==> src/rtl/span_fill.sv <==
// Span responder: turns one (start_x, end_x, y, colour) request into a run of framebuffer pixel writes.
// Optional statistics outputs (pix_count, drop_count) are enabled by defining SPAN_FILL_STATS_EN.
module span_fill #(
  parameter int H_RES   = 640,
  parameter int V_RES   = 480,
  parameter int ADDR_W  = 19,
  parameter int COLOR_W = 8
) (
  input  logic               clk,
  input  logic               reset,
  input  logic               draw,
  input  logic [10:0]        start_x,
  input  logic [10:0]        end_x,
  input  logic [15:0]        y_coord,
  input  logic [COLOR_W-1:0] color,
  input  logic               pix_ready,
  output logic               pix_valid,
  output logic [ADDR_W-1:0]  pix_addr,
  output logic [COLOR_W-1:0] pix_data,
  output logic               busy,
`ifdef SPAN_FILL_STATS_EN
  output logic [31:0]        pix_count,
  output logic [15:0]        drop_count,
`endif
  output logic               bresenham_done
);

  typedef enum logic [1:0] {IDLE, SETUP, RUN, DONE} state_t;

  localparam logic [10:0] X_LIM = 11'(H_RES);
  localparam logic [10:0] X_MAX = 11'(H_RES - 1);
  localparam logic [15:0] Y_LIM = 16'(V_RES);

  state_t            state;
  logic [10:0]       sx;
  logic [10:0]       ex;
  logic [15:0]       y_lat;
  logic [10:0]       x;
  logic [10:0]       hi;

  logic [10:0]       lo_c;
  logic [10:0]       hi_c;
  logic [10:0]       hi_clamp;
  logic              empty_c;
  logic [ADDR_W-1:0] base_c;
  logic              beat;

  // Span ordering, clamping and base-address product, consumed in SETUP.
  always_comb begin
    lo_c     = (sx <= ex) ? sx : ex;
    hi_c     = (sx <= ex) ? ex : sx;
    hi_clamp = (hi_c > X_MAX) ? X_MAX : hi_c;
    empty_c  = (y_lat >= Y_LIM) || (lo_c >= X_LIM);
    base_c   = ADDR_W'(y_lat) * ADDR_W'(H_RES) + ADDR_W'(lo_c);
  end

  assign beat = pix_valid & pix_ready;

  always_ff @(posedge clk or negedge reset) begin
    if (!reset) begin
      state          <= IDLE;
      sx             <= '0;
      ex             <= '0;
      y_lat          <= '0;
      x              <= '0;
      hi             <= '0;
      pix_valid      <= 1'b0;
      pix_addr       <= '0;
      pix_data       <= '0;
      busy           <= 1'b0;
      bresenham_done <= 1'b0;
    end else begin
      case (state)
        IDLE: begin
          if (draw) begin
            sx             <= start_x;
            ex             <= end_x;
            y_lat          <= y_coord;
            pix_data       <= color;
            bresenham_done <= 1'b0;
            busy           <= 1'b1;
            state          <= SETUP;
          end
        end
        SETUP: begin
          if (empty_c) begin
            state <= DONE;
          end else begin
            x         <= lo_c;
            hi        <= hi_clamp;
            pix_addr  <= base_c;
            pix_valid <= 1'b1;
            state     <= RUN;
          end
        end
        RUN: begin
          // Outputs only move on an accepted beat, so they hold under backpressure.
          if (beat) begin
            if (x == hi) begin
              pix_valid <= 1'b0;
              state     <= DONE;
            end else begin
              x        <= x + 11'd1;
              pix_addr <= pix_addr + ADDR_W'(1);
            end
          end
        end
        DONE: begin
          busy           <= 1'b0;
          bresenham_done <= 1'b1;
          state          <= IDLE;
        end
        default: state <= IDLE;
      endcase
    end
  end

`ifdef SPAN_FILL_STATS_EN
  always_ff @(posedge clk or negedge reset) begin
    if (!reset) begin
      pix_count  <= '0;
      drop_count <= '0;
    end else begin
      if (beat) pix_count <= pix_count + 32'd1;
      if (draw && (state != IDLE) && (drop_count != 16'hFFFF))
        drop_count <= drop_count + 16'd1;
    end
  end
`endif

endmodule

==> config.mk <==
export PLATFORM = sky130hd
export DESIGN_NAME = span_fill
export DESIGN_NICKNAME = d
export VERILOG_FILES = /design/src/rtl/span_fill.sv
export SDC_FILE = /design/constraint.sdc
export NUM_CORES = 1
export LEC_CHECK = 0
export ABC_AREA = 1
export BUFFER_PORTS_ARGS = -buffer_cell sky130_fd_sc_hd__buf_2
export CORE_UTILIZATION = 35
export DETAILED_ROUTE_END_ITERATION = 10
export GPL_TIMING_DRIVEN = 1
export PLACE_DENSITY = 0.59
export REMOVE_ABC_BUFFERS = 1
export SYNTH_ARGS = -nofsm -noshare
export SYNTH_HDL_FRONTEND = slang
export SYNTH_SLANG_ARGS = --single-unit
==> constraint.sdc <==
create_clock -name clk -period 3.36 [get_ports clk]
set_input_delay 0.168 -clock clk [delete_from_list [all_inputs] [get_ports clk]]
set_output_delay 0.168 -clock clk [all_outputs]
set_load 0.02 [all_outputs]
==> flow_metrics.py <==
metrics = {
    "status": {
        "status": "complete, no violations",
    },
    "layout": {
        "drive_gt1_share_pct": 14.00,
        "areaGrowthSynthToFinish_pct": 17.79,
        "antenna_cells": 0,
        "finalInstanceArea_sq_um": 7002,
        "final_nets": 990,
    },
    "job": {
        "max_cap_viol_count": 0,
    },
    "critical_path": {
        "crit_path_end_kind": "flip-flop",
        "start_kind": "flip-flop",
        "cp_max_fo": 17,
        "cp.arrival_ns": 3.12,
        "ff2ff_setup_slack_ns": 0.51,
        "r2r-end": "pix_addr[13]",
        "rr_startpoint": "ex[6]",
        "crit_required_ns": 3.64,
        "setup.worst_path.class": "flip-flop to flip-flop",
        "reg2reg_depth": 22,
    },
    "yosys": {
        "yosysWarnings": 0,
        "yosys-mux-area-fraction_pct": 0,
        "synth_cells": 812,
        "avgSynthCellArea_sq_um": 7.321,
        "synth_compound_area_share_pct": 13.13,
        "yosys.area_share.simple_pct": 28.52,
        "yosysSeqAreaShare_pct": 38.73,
        "synth_xor_area_share_pct": 3.389,
        "yosysTopAreaCell": "dfrtp_1",
        "syn_area_sq_um": 5944,
        "synth_top_area_share_pct": 38.73,
        "yosysUniqueCellTypes": 42,
        "synth_area_leaders": "dfrtp_1, nand2_1, ha_1",
        "synth_top_family_by_area": "simple AND/OR/NAND/NOR gates",
        "synth-adder-area-share_pct": 8.125,
        "ys_ff_latch": 92,
    },
    "floorplanning": {
        "rows": 47,
        "core_sq_um": 16580,
        "start_util_pct": 35.85,
        "die_h_um": 132.3,
        "die_w_um": 132.3,
        "dieArea_sq_um": 17510,
        "io-pin-count": 80,
    },
    "place": {
        "place_ws_ns": 0.5269,
        "placed_cell_area_sq_um": 6553,
        "dp_hpwl_um": 10750,
        "portBuffers": 79,
        "place_congestion": 0.8659,
    },
    "detailed_routing": {
        "drtIter0Drc": 292,
        "routed-via-count": 5317,
        "routed_wl_um": 14520,
        "via_per_inst": 4.718,
        "first_pass_iters": 5,
        "wl_per_cell_um": 12.88,
        "drcViolationCount": 0,
        "detail-route-antenna-nets": 0,
    },
    "clocking": {
        "clk_path_buf_depth": 2,
        "cts.clk_slew.worst_paths_ns": 0.07,
        "cts_sinks": 92,
        "cts_buffers": 9,
        "tritoncts": "yes",
        "htreeDepth": 3,
        "cts_resized": 0,
        "postCtsSetupBuffers": 0,
        "root_buffer": "clkbuf_16",
        "clock_latency_ns": 0.36,
    },
    "timing": {
        "timing.fmax_mhz": 351.3,
        "maxSlewHeadroom_pct": 64.62,
        "tightest_slew_ns": 0.5307,
        "period_share_pct": 84.72,
        "final-setup-viol-count": 0,
        "skew_ns": 0.01093,
        "post-route-min-period_ns": 2.847,
        "hold_ws_ns": 0.01109,
        "grt_setup_unrepaired": "false",
        "final.setup.tns_ns": 0,
        "fin_ws_ns": 0.5134,
        "final_max_slew_viol_count": 0,
        "hold_viol_final": 0,
    },
    "hold_path": {
        "hold_start": "start_x[1]",
        "whs_path_depth": 3,
        "hold_class": "input pin to flip-flop",
        "hold_path_end": "sx[1]",
    },
    "global_routing": {
        "grt_pass1_vias": 4930,
        "antenna_found_initial": 0,
        "grtUsageTotal_pct": 17.59,
        "grt_pass1_wl_um": 24610,
        "grt_max_degree": 46,
        "overflow": 0,
    },
}
-- per-stage QoR --
step	util, %	instances
after global routing	42.22	1127
after detailed placement	39.51	1096
final	42.22	1127
after CTS	42.22	1127
after global placement	39.51	1096
after floorplan	-	789
-- logic make-up after synthesis --
| logic type | count (synthesis) |
|---|---|
| xor+xnor | 23 |
| buf+inv | 116 |
| flops | 92 |
| fa+ha+maj | 38 |
| compound gates | 143 |
| simple gates | 400 |
-- cells in the final DEF (no fill, tap or decap), types with 2 or more instances in the layout --
cell type / count
xnor2_1: 7
o21ai_0: 67
dfrtp_1: 92
buf_2: 78
nand2_4: 2
inv_2: 4
nor3_1: 6
o21ai_1: 10
clkbuf_8: 3
nand2_1: 258
clkinvlp_4: 2
a31oi_1: 13
nand2_2: 7
nand3_1: 43
o211ai_1: 7
o21a_1: 3
nand4_1: 13
xor2_1: 16
or2_2: 2
buf_4: 9
ha_1: 37
o21ai_2: 2
a22oi_1: 2
clkinv_4: 2
a21oi_1: 34
dlygate4sd3_1: 15
nor4_1: 3
nor2_2: 2
o31ai_1: 2
nor2_1: 56
nand3b_1: 3
clkbuf_16: 9
inv_1: 87
-- sequential cells by signal (all words and copies together), names as in the netlist --
signal / cells
pix_addr: 19
bresenham_done: 1
ex: 11
pix_data: 8
hi: 11
y_lat: 16
pix_valid: 1
x: 11
state: 2
sx: 11
busy: 1
-- how the worst max path moves through the flow --
| stage | from | end | slack [ns] |
|---|---|---|---|
| final | ex[6] | pix_addr[13] | 0.51 |
| after global routing | ex[7] | pix_addr[13] | 0.11 |
| after CTS | ex[6] | pix_addr[13] | 0.52 |
| after detailed placement | ex[6] | pix_addr[13] | 0.53 |
| after global placement | ex[10] | pix_addr[13] | 0.57 |
| after floorplan | sx[10] | pix_addr[13] | 0.87 |
-- cell usage after synthesis (all sizes together) --
library cell / number
o211ai: 7
ha: 37
o21ai: 79
or2: 3
clkbuf: 17
nand3: 44
xnor2: 7
a31oi: 13
o31ai: 2
o21bai: 1
a21oi: 34
a21o: 1
clkinv: 1
a22oi: 2
dfrtp: 92
xor2: 16
fa: 1
o21a: 3
nand4: 13
nor3: 7
nand2: 267
nor4: 3
nand3b: 4
o22ai: 1
inv: 92
buf: 6
nor2: 59
-- critical path: stages (launching register included) --
cell     delay (ns)
dfrtp_1        0.36
inv_1          0.13
ha_1           0.26
nand2_1        0.06
inv_1          0.04
nand2_1        0.11
nor2_4         0.05
nand2_1        0.07
nand3_2        0.13
nand2_4        0.20
nand2_2        0.09
nand3_1        0.13
nand2_1        0.10
inv_1          0.08
ha_1           0.14
inv_1          0.05
nand2_1        0.10
nand2_1        0.10
o21ai_2        0.20
nand2_1        0.07
nand2_1        0.07
nand3_1        0.07
a21oi_1        0.14
-- area by class of cell --
cell class              count  area, sq um
fillers                  1761         9582
multi-input cells         604         3161
flip-flops and latches     92         2302
repair buffers            102        608.1
inverters                  93        356.6
well taps                 220        275.3
clock buffers              12        266.5
clock inverters             4        32.53
-- timing repair --
action / in CTS / in global routing
hold endpoints to repair: 52 / 0
hold buffers: 15 / 0
endpoints found under the setup margin: 0 / 0
-- layer usage --
layer / global-route usage [%] / routed length (um) / vias to the layer above
met4: 6.194 / 215 / 0
met5: 0 / 0 / -
met1: 25.78 / 7779 / 2377
li1: - / - / 2826
met2: 26.35 / 6058 / 103
met3: 2.384 / 463 / 11
Power is not shown: default switching activity piles up to over one toggle a cycle in this logic, so the estimate is an artifact.
